--- src/rtl/uart_rx_pkg.sv ---
// uart_rx_pkg: constants and width helpers shared by the RX sampler and the RX control FSM.
package uart_rx_pkg;

    localparam logic IDLE_LEVEL = 1'b1;
    localparam int   FRAME_BITS = 11;
    localparam int   MID_EDGE   = 4;

    function automatic int frame_bits(input int byte_width);
        return byte_width + 3;
    endfunction

    function automatic int mid_edge(input int prescale);
        return prescale / 2;
    endfunction

    function automatic int edge_width(input int prescale);
        return $clog2(prescale);
    endfunction

    function automatic int bit_width(input int byte_width);
        return $clog2(byte_width + 3);
    endfunction

    function automatic logic majority3(input logic [2:0] t);
        return (t[0] & t[1]) | (t[0] & t[2]) | (t[1] & t[2]);
    endfunction

endpackage

--- src/rtl/uart_rx_majority_sampler.sv ---
// uart_rx_majority_sampler: captures the line at MID-1, MID, MID+1 and registers the
// majority vote with a one-cycle valid pulse at MID+2.
module uart_rx_majority_sampler
    import uart_rx_pkg::*;
#(
    parameter int PRESCALE = 8
) (
    input  logic                            i_clk,
    input  logic                            i_rst_n,
    input  logic                            i_line,
    input  logic                            i_enable,
    input  logic [edge_width(PRESCALE)-1:0] i_edge_count,
    output logic                            o_sampled_bit,
    output logic                            o_sample_valid
);

    localparam int EW  = edge_width(PRESCALE);
    localparam int MID = mid_edge(PRESCALE);

    localparam logic [EW-1:0] TAP0_EDGE = EW'(MID - 1);
    localparam logic [EW-1:0] TAP1_EDGE = EW'(MID);
    localparam logic [EW-1:0] TAP2_EDGE = EW'(MID + 1);
    localparam logic [EW-1:0] VOTE_EDGE = EW'(MID + 2);

    logic [2:0] taps;

    // A capture skipped by a low enable leaves the stale tap in the vote.
    always_ff @(posedge i_clk or negedge i_rst_n) begin
        if (!i_rst_n) begin
            taps <= {3{IDLE_LEVEL}};
        end else if (i_enable) begin
            if (i_edge_count == TAP0_EDGE) taps[0] <= i_line;
            if (i_edge_count == TAP1_EDGE) taps[1] <= i_line;
            if (i_edge_count == TAP2_EDGE) taps[2] <= i_line;
        end
    end

    always_ff @(posedge i_clk or negedge i_rst_n) begin
        if (!i_rst_n) begin
            o_sampled_bit  <= IDLE_LEVEL;
            o_sample_valid <= 1'b0;
        end else begin
            o_sample_valid <= i_enable && (i_edge_count == VOTE_EDGE);
            if (i_enable && (i_edge_count == VOTE_EDGE)) o_sampled_bit <= majority3(taps);
        end
    end

endmodule

--- src/rtl/uart_rx_edge_bit_sampler.sv ---
// uart_rx_edge_bit_sampler: edge/bit counters and majority-vote sampler for the UART RX path.
// Define UART_RX_SYNC_EN to pass i_rx through an internal 2-flop synchronizer.
module uart_rx_edge_bit_sampler
    import uart_rx_pkg::*;
#(
    parameter int PRESCALE   = 8,
    parameter int BYTE_WIDTH = 8
) (
    input  logic                             i_clk,
    input  logic                             i_rst_n,
    input  logic                             i_rx,
    input  logic                             i_count_enable,
    input  logic                             i_sampling_enable,
    output logic                             o_rx_line,
    output logic [edge_width(PRESCALE)-1:0]  o_edge_count,
    output logic [bit_width(BYTE_WIDTH)-1:0] o_bit_count,
    output logic                             o_sampled_bit,
    output logic                             o_sample_valid
);

    localparam int EW = edge_width(PRESCALE);
    localparam int BW = bit_width(BYTE_WIDTH);

    localparam logic [EW-1:0] EDGE_LAST = EW'(PRESCALE - 1);
    localparam logic [BW-1:0] BIT_LAST  = BW'(frame_bits(BYTE_WIDTH) - 1);

    logic line;

`ifdef UART_RX_SYNC_EN
    logic [1:0] sync_q;

    always_ff @(posedge i_clk or negedge i_rst_n) begin
        if (!i_rst_n) sync_q <= {2{IDLE_LEVEL}};
        else          sync_q <= {sync_q[0], i_rx};
    end

    assign line = sync_q[1];
`else
    assign line = i_rx;
`endif

    assign o_rx_line = line;

    // A low enable clears both counters, including a mid-frame abort from the FSM.
    always_ff @(posedge i_clk or negedge i_rst_n) begin
        if (!i_rst_n) begin
            o_edge_count <= '0;
            o_bit_count  <= '0;
        end else if (!i_count_enable) begin
            o_edge_count <= '0;
            o_bit_count  <= '0;
        end else if (o_edge_count == EDGE_LAST) begin
            o_edge_count <= '0;
            o_bit_count  <= (o_bit_count == BIT_LAST) ? '0 : o_bit_count + BW'(1);
        end else begin
            o_edge_count <= o_edge_count + EW'(1);
        end
    end

    uart_rx_majority_sampler #(
        .PRESCALE(PRESCALE)
    ) u_sampler (
        .i_clk         (i_clk),
        .i_rst_n       (i_rst_n),
        .i_line        (line),
        .i_enable      (i_sampling_enable),
        .i_edge_count  (o_edge_count),
        .o_sampled_bit (o_sampled_bit),
        .o_sample_valid(o_sample_valid)
    );

endmodule
--- config.mk ---
export PLATFORM = sky130hd
export DESIGN_NAME = uart_rx_edge_bit_sampler
export DESIGN_NICKNAME = d
export VERILOG_FILES = /design/src/rtl/uart_rx_pkg.sv /design/src/rtl/uart_rx_majority_sampler.sv /design/src/rtl/uart_rx_edge_bit_sampler.sv
export SDC_FILE = /design/constraint.sdc
export NUM_CORES = 1
export LEC_CHECK = 0
export BUFFER_PORTS_ARGS = -buffer_cell sky130_fd_sc_hd__clkbuf_2
export CAP_MARGIN = 30
export CORE_MARGIN = 2
export CORE_UTILIZATION = 40
export CTS_CLUSTER_DIAMETER = 150
export CTS_CLUSTER_SIZE = 8
export DETAILED_ROUTE_END_ITERATION = 10
export PLACE_DENSITY_LB_ADDON = 0.3
export SLEW_MARGIN = 20
export SYNTH_ARGS = -nofsm -noshare
export SYNTH_HDL_FRONTEND = slang
export SYNTH_SLANG_ARGS = --single-unit
--- constraint.sdc ---
create_clock -name i_clk -period 1.86 [get_ports i_clk]
set_input_delay 0.093 -clock i_clk [delete_from_list [all_inputs] [get_ports i_clk]]
set_output_delay 0.093 -clock i_clk [all_outputs]
set_load 0.005 [all_outputs]
# Yosys cells after proc, flatten, opt, wreduce, memory -nomap -nowiden
# Cells that the tools add are included.
# totals
regBits	12
output_inout_bits	10
elab_cells	30
# classes
addsub	2
eq_ne	7
n_mux	5
bitwise_logic	5
n_reduce_logical	4
# ops
operator	count
== test 3 bit, second input constant	4
two-way mux 4 bit	3
two-way mux 3 bit	2
AND reduction 2 bit	3
adder 4 x 1 -> 4 bit, second input constant	1
== test 4 bit, second input constant	1
adder 3 x 1 -> 3 bit, second input constant	1
bitwise AND 1 bit	3
== test 3 x 2 -> 1 bit, second input constant	1
!= test 2 x 1 -> 1 bit, second input constant	1
OR 1 bit	2
logical AND 1 bit	1

# Depth between registers and ports, before layout
# logic_depth
word_depth	4
ltp_mapped	5

# Hierarchy
# From an unflattened synthesis, not the netlist that was laid out.
# hier_totals
hier_cells	48
hier_area_um2	605.6
# modules_own_cells
module	n_inst	cells_per_inst	area_each_um2	seq_area_each_um2
uart_rx_edge_bit_sampler	1	34	371.6	175.2
uart_rx_majority_sampler	1	14	234.0	130.1

# Worst setup path after synthesis
# Ideal clock, no wire load.
# synth_timing
path_type	register to register
from	register o_edge_count[0]
to	register o_bit_count[3]
setup_time_ns	0.122
arrival_time_ns	1.256
path_slack_ns	0.481
stages_incl_launch_ff	6
path_buffers	0
period_less_slack_ns	1.379
cell_sequence	dfrtp_1 -> ha_1 -> ha_1 -> and4b_1 -> a21oi_1 -> o21ai_1
# synth_between
elab_chain_cells	2
# synth_lines
element	line_no	text
start, declared	uart_rx_edge_bit_sampler.sv:15	output logic [edge_width(PRESCALE)-1:0] o_edge_count,
start signal, assigned	uart_rx_edge_bit_sampler.sv:56	o_edge_count <= o_edge_count + EW'(1);
== test 3 bit	uart_rx_edge_bit_sampler.sv:52	end else if (o_edge_count == EDGE_LAST) begin
!= test 2 x 1 -> 1 bit (no source line)	n/a	
end signal, assigned	uart_rx_edge_bit_sampler.sv:54	o_bit_count <= (o_bit_count == BIT_LAST) ? '0 : o_bit_count + BW'(1);
end, declared	uart_rx_edge_bit_sampler.sv:16	output logic [bit_width(BYTE_WIDTH)-1:0] o_bit_count,
# Every way passes these cells.
# A chain may end at the register's enable or synchronous reset.

# Worst setup path after layout
# layout_timing
from	register o_edge_count[0]
to	register o_bit_count[2]
# The elaborated chain is that of the path after synthesis.

==> results.tsv <==
stage	metric	value	unit
global_route	vias in the first global route	432	
worst_setup_path	critical-path maximum fanout	9	
sta	setup TNS	0	ns
global_route	gr ovfl total	0	
clock_network	Max Root-Sink Buffers	2	
power	leakage	0.371	nW
finish	layout cells sized above 1	37.0	%
die	starting density of the core	42.4	%
worst_setup_path	Setup crit end kind	flip-flop	
synth	#FFs+latches synth	12	
worst_setup_path	r2r endpoint	o_bit_count[2]	
clock_network	Setup Buffers After CTS	0	
die	# IOs	15	
clock_network	Skew-Pair Late Insertion Delay	0.27	ns
drt	drt pass-1 iters	3	
min_path	HP Class	in -> reg	
drt	WL/cell	12.3	µm
drt	DRT antenna net count	0	
synth	cell count after synthesis	55	
synth	share of flip-flops with an asynchronous set or reset	100	%
synth	sequential area share after synthesis	47.8	%
sta	minimum clock period	1.51	ns
global_route	Total GRT Usage	13.9	%
synth	mean post-synth cell area	11.6	µm²
worst_setup_path	R2R depth	5	
finish	synthesis-to-layout area growth	20.2	%
run	total of max-cap violations	0	
status	status	finished clean	
worst_setup_path	Worst Path Required	2.06	ns
clock_network	CTS Buf Count	3	
global_route	initial antenna violation count	0	
finish	Ant. Diodes	0	
sta	RSZ-0062 raised after global routing	no	
clock_network	PostCTS Resize Cnt	0	
drt	met3 wire length	42	µm
clock_network	TritonCTS clock tree	done	
drt	Metal-1 WL	557	µm
drt	via density per instance	5.06	
die	Site Rows	14	
sta	Slew Limit Fails	0	
drt	DR DRC count	0	
power	power density over cell area	793	nW/µm²
drt	total vias in the final route	450	
clock_network	clk root buf	clkbuf_4	
die	Die Wd	43.9	µm
worst_setup_path	Setup Crit Path Kind	reg -> reg	
sta	period utilization	81.4	%
synth	Synth cell types	22	
worst_setup_path	crit path DAT	1.72	ns
die	die span in y	43.9	µm
worst_setup_path	R2R setup slack	0.35	ns
placement	post-DP HPWL	824	µm
sta	slew margin rel.	80.4	%
worst_setup_path	Worst R2R Start	o_edge_count[0]	
min_path	Hold Path Depth	2	
min_path	hold_sp	i_rx	
min_path	Hold Path Sink	u_sampler.taps[1]	
die	die footprint	1930	µm²
placement	Final GP Congestion	0.700	
finish	most common cell after layout, fill and taps aside	clkbuf_2	
sta	Final Hold Viols	0	
die	Core Region	1510	µm²
placement	count of buffers inserted at the top-level ports	14	
clock_network	clk sinks	12	
clock_network	H-tree depth	1	
synth	EDFF count, synth	0	
worst_setup_path	CP Launch Type	flip-flop	
sta	Worst Max-Slew Pin Slew	0.295	ns
finish	most frequent cells in the layout	clkbuf_2, ha_1, dfrtp_1	
finish	NumNets Final	87	
synth	number of synthesis warnings	0	
drt	final wirelength	1100	µm
global_route	pin count of the biggest net entering global routing	13	
drt	met2 wire len	469	µm
clock_network	Worst-path clk slew	0.07	ns
finish	Util after Layout	50.9	%
sta	WHS	0.0998	ns
power	Power, Total	608	µW
global_route	first-pass GRT wire length	1880	µm
drt	top sig layer	met4	
power	VDD IR-drop max	0.472	mV
sta	Setup violations, final	0	
drt	DRT iter0 DRCs	9	
synth	Post-Syn Area	638	µm²
sta	fmax	661	MHz
synth	Syn Nets	68	
synth	Synth Flop Type	dfrtp_1	
sta	final clock skew	0.000838	ns
## per-stage QoR
stage	instance area (µm²)	std cells	setup WS, ns
4_1_cts	767	89	0.339
3_3_place_gp	721	84	0.419
3_5_place_dp	721	84	0.351
2_1_floorplan	638	55	0.481
5_1_grt	767	89	0.212
6_report	767	89	0.347
## layout make-up
class,instances,area (µm²)
well taps,16,20.0
inverters,4,15.0
repair buffers,15,80.1
clock buffers,4,36.3
fillers,144,739
flip-flops and latches,12,305
multi-input cells,38,310
## Yosys cell counts, types with 2 or more instances
cell type / number / share of area, %
dfrtp_1: 8 / 31
ha_1: 8 / 16
nand2_1: 5 / 2.9
dfstp_2: 4 / 16
inv_1: 4 / 2.4
mux2_2: 4 / 7.1
nand3_1: 4 / 3.1
a21boi_0: 2 / 2.4
nand2b_1: 2 / 2.0
nand3b_1: 2 / 2.4
## flip-flops by register name (all words and copies together), names as in the netlist
register and flops:
o_bit_count 4, u_sampler.taps 3, u_sampler.o_sample_valid 1, o_edge_count 3, u_sampler.o_sampled_bit 1
## routing by layer
| metal | GRT usage (%) | up-vias |
|---|---|---|
| met4 | 10.9 | 0 |
| met5 | 0 | - |
| li1 | - | 225 |
| met3 | 2.50 | 2 |
| met1 | 18.1 | 209 |
| met2 | 20.3 | 14 |
## power by group
| group | total, mW | switching (mW) | internal (mW) |
|---|---|---|---|
| Sequential | 0.330 | 0.0206 | 0.310 |
| Clock | 0.203 | 0.0839 | 0.119 |
| Combinational | 0.0754 | 0.0311 | 0.0444 |
| Total | 0.608 | 0.136 | 0.473 |
## worst max-delay path by stage
stage	startpoint	to	slack, ns	cells after the start
CTS	o_edge_count[0]	o_bit_count[2]	0.34	5
global placement	o_edge_count[0]	o_bit_count[2]	0.42	5
global route	o_edge_count[0]	o_bit_count[2]	0.21	5
finish	o_edge_count[0]	o_bit_count[2]	0.35	5
floorplan	o_edge_count[0]	o_bit_count[3]	0.48	5
detailed placement	o_edge_count[0]	o_bit_count[2]	0.35	5
## kinds of logic after synthesis
| family | synth area share [%] |
|---|---|
| adders and majority gates | 17.3 |
| buffers and inverters | 3.53 |
| muxes | 7.06 |
| AOI/OAI and AO/OA | 7.84 |
| and+or+nand+nor | 16.5 |
| DFF | 47.8 |
## critical path, cell delays in order (launching register included)
cell	delay (ns)
dfrtp_1	0.43
ha_1	0.20
ha_1	0.30
nand2_1	0.12
a211o_1	0.29
a21boi_2	0.11
## what timing repair did
action	CTS	global route
hold buffers	1	0
endpoints found under the hold margin	12	0
endpoints found under the setup margin	0	0
No activity file was read; power rests on OpenSTA's default activity.
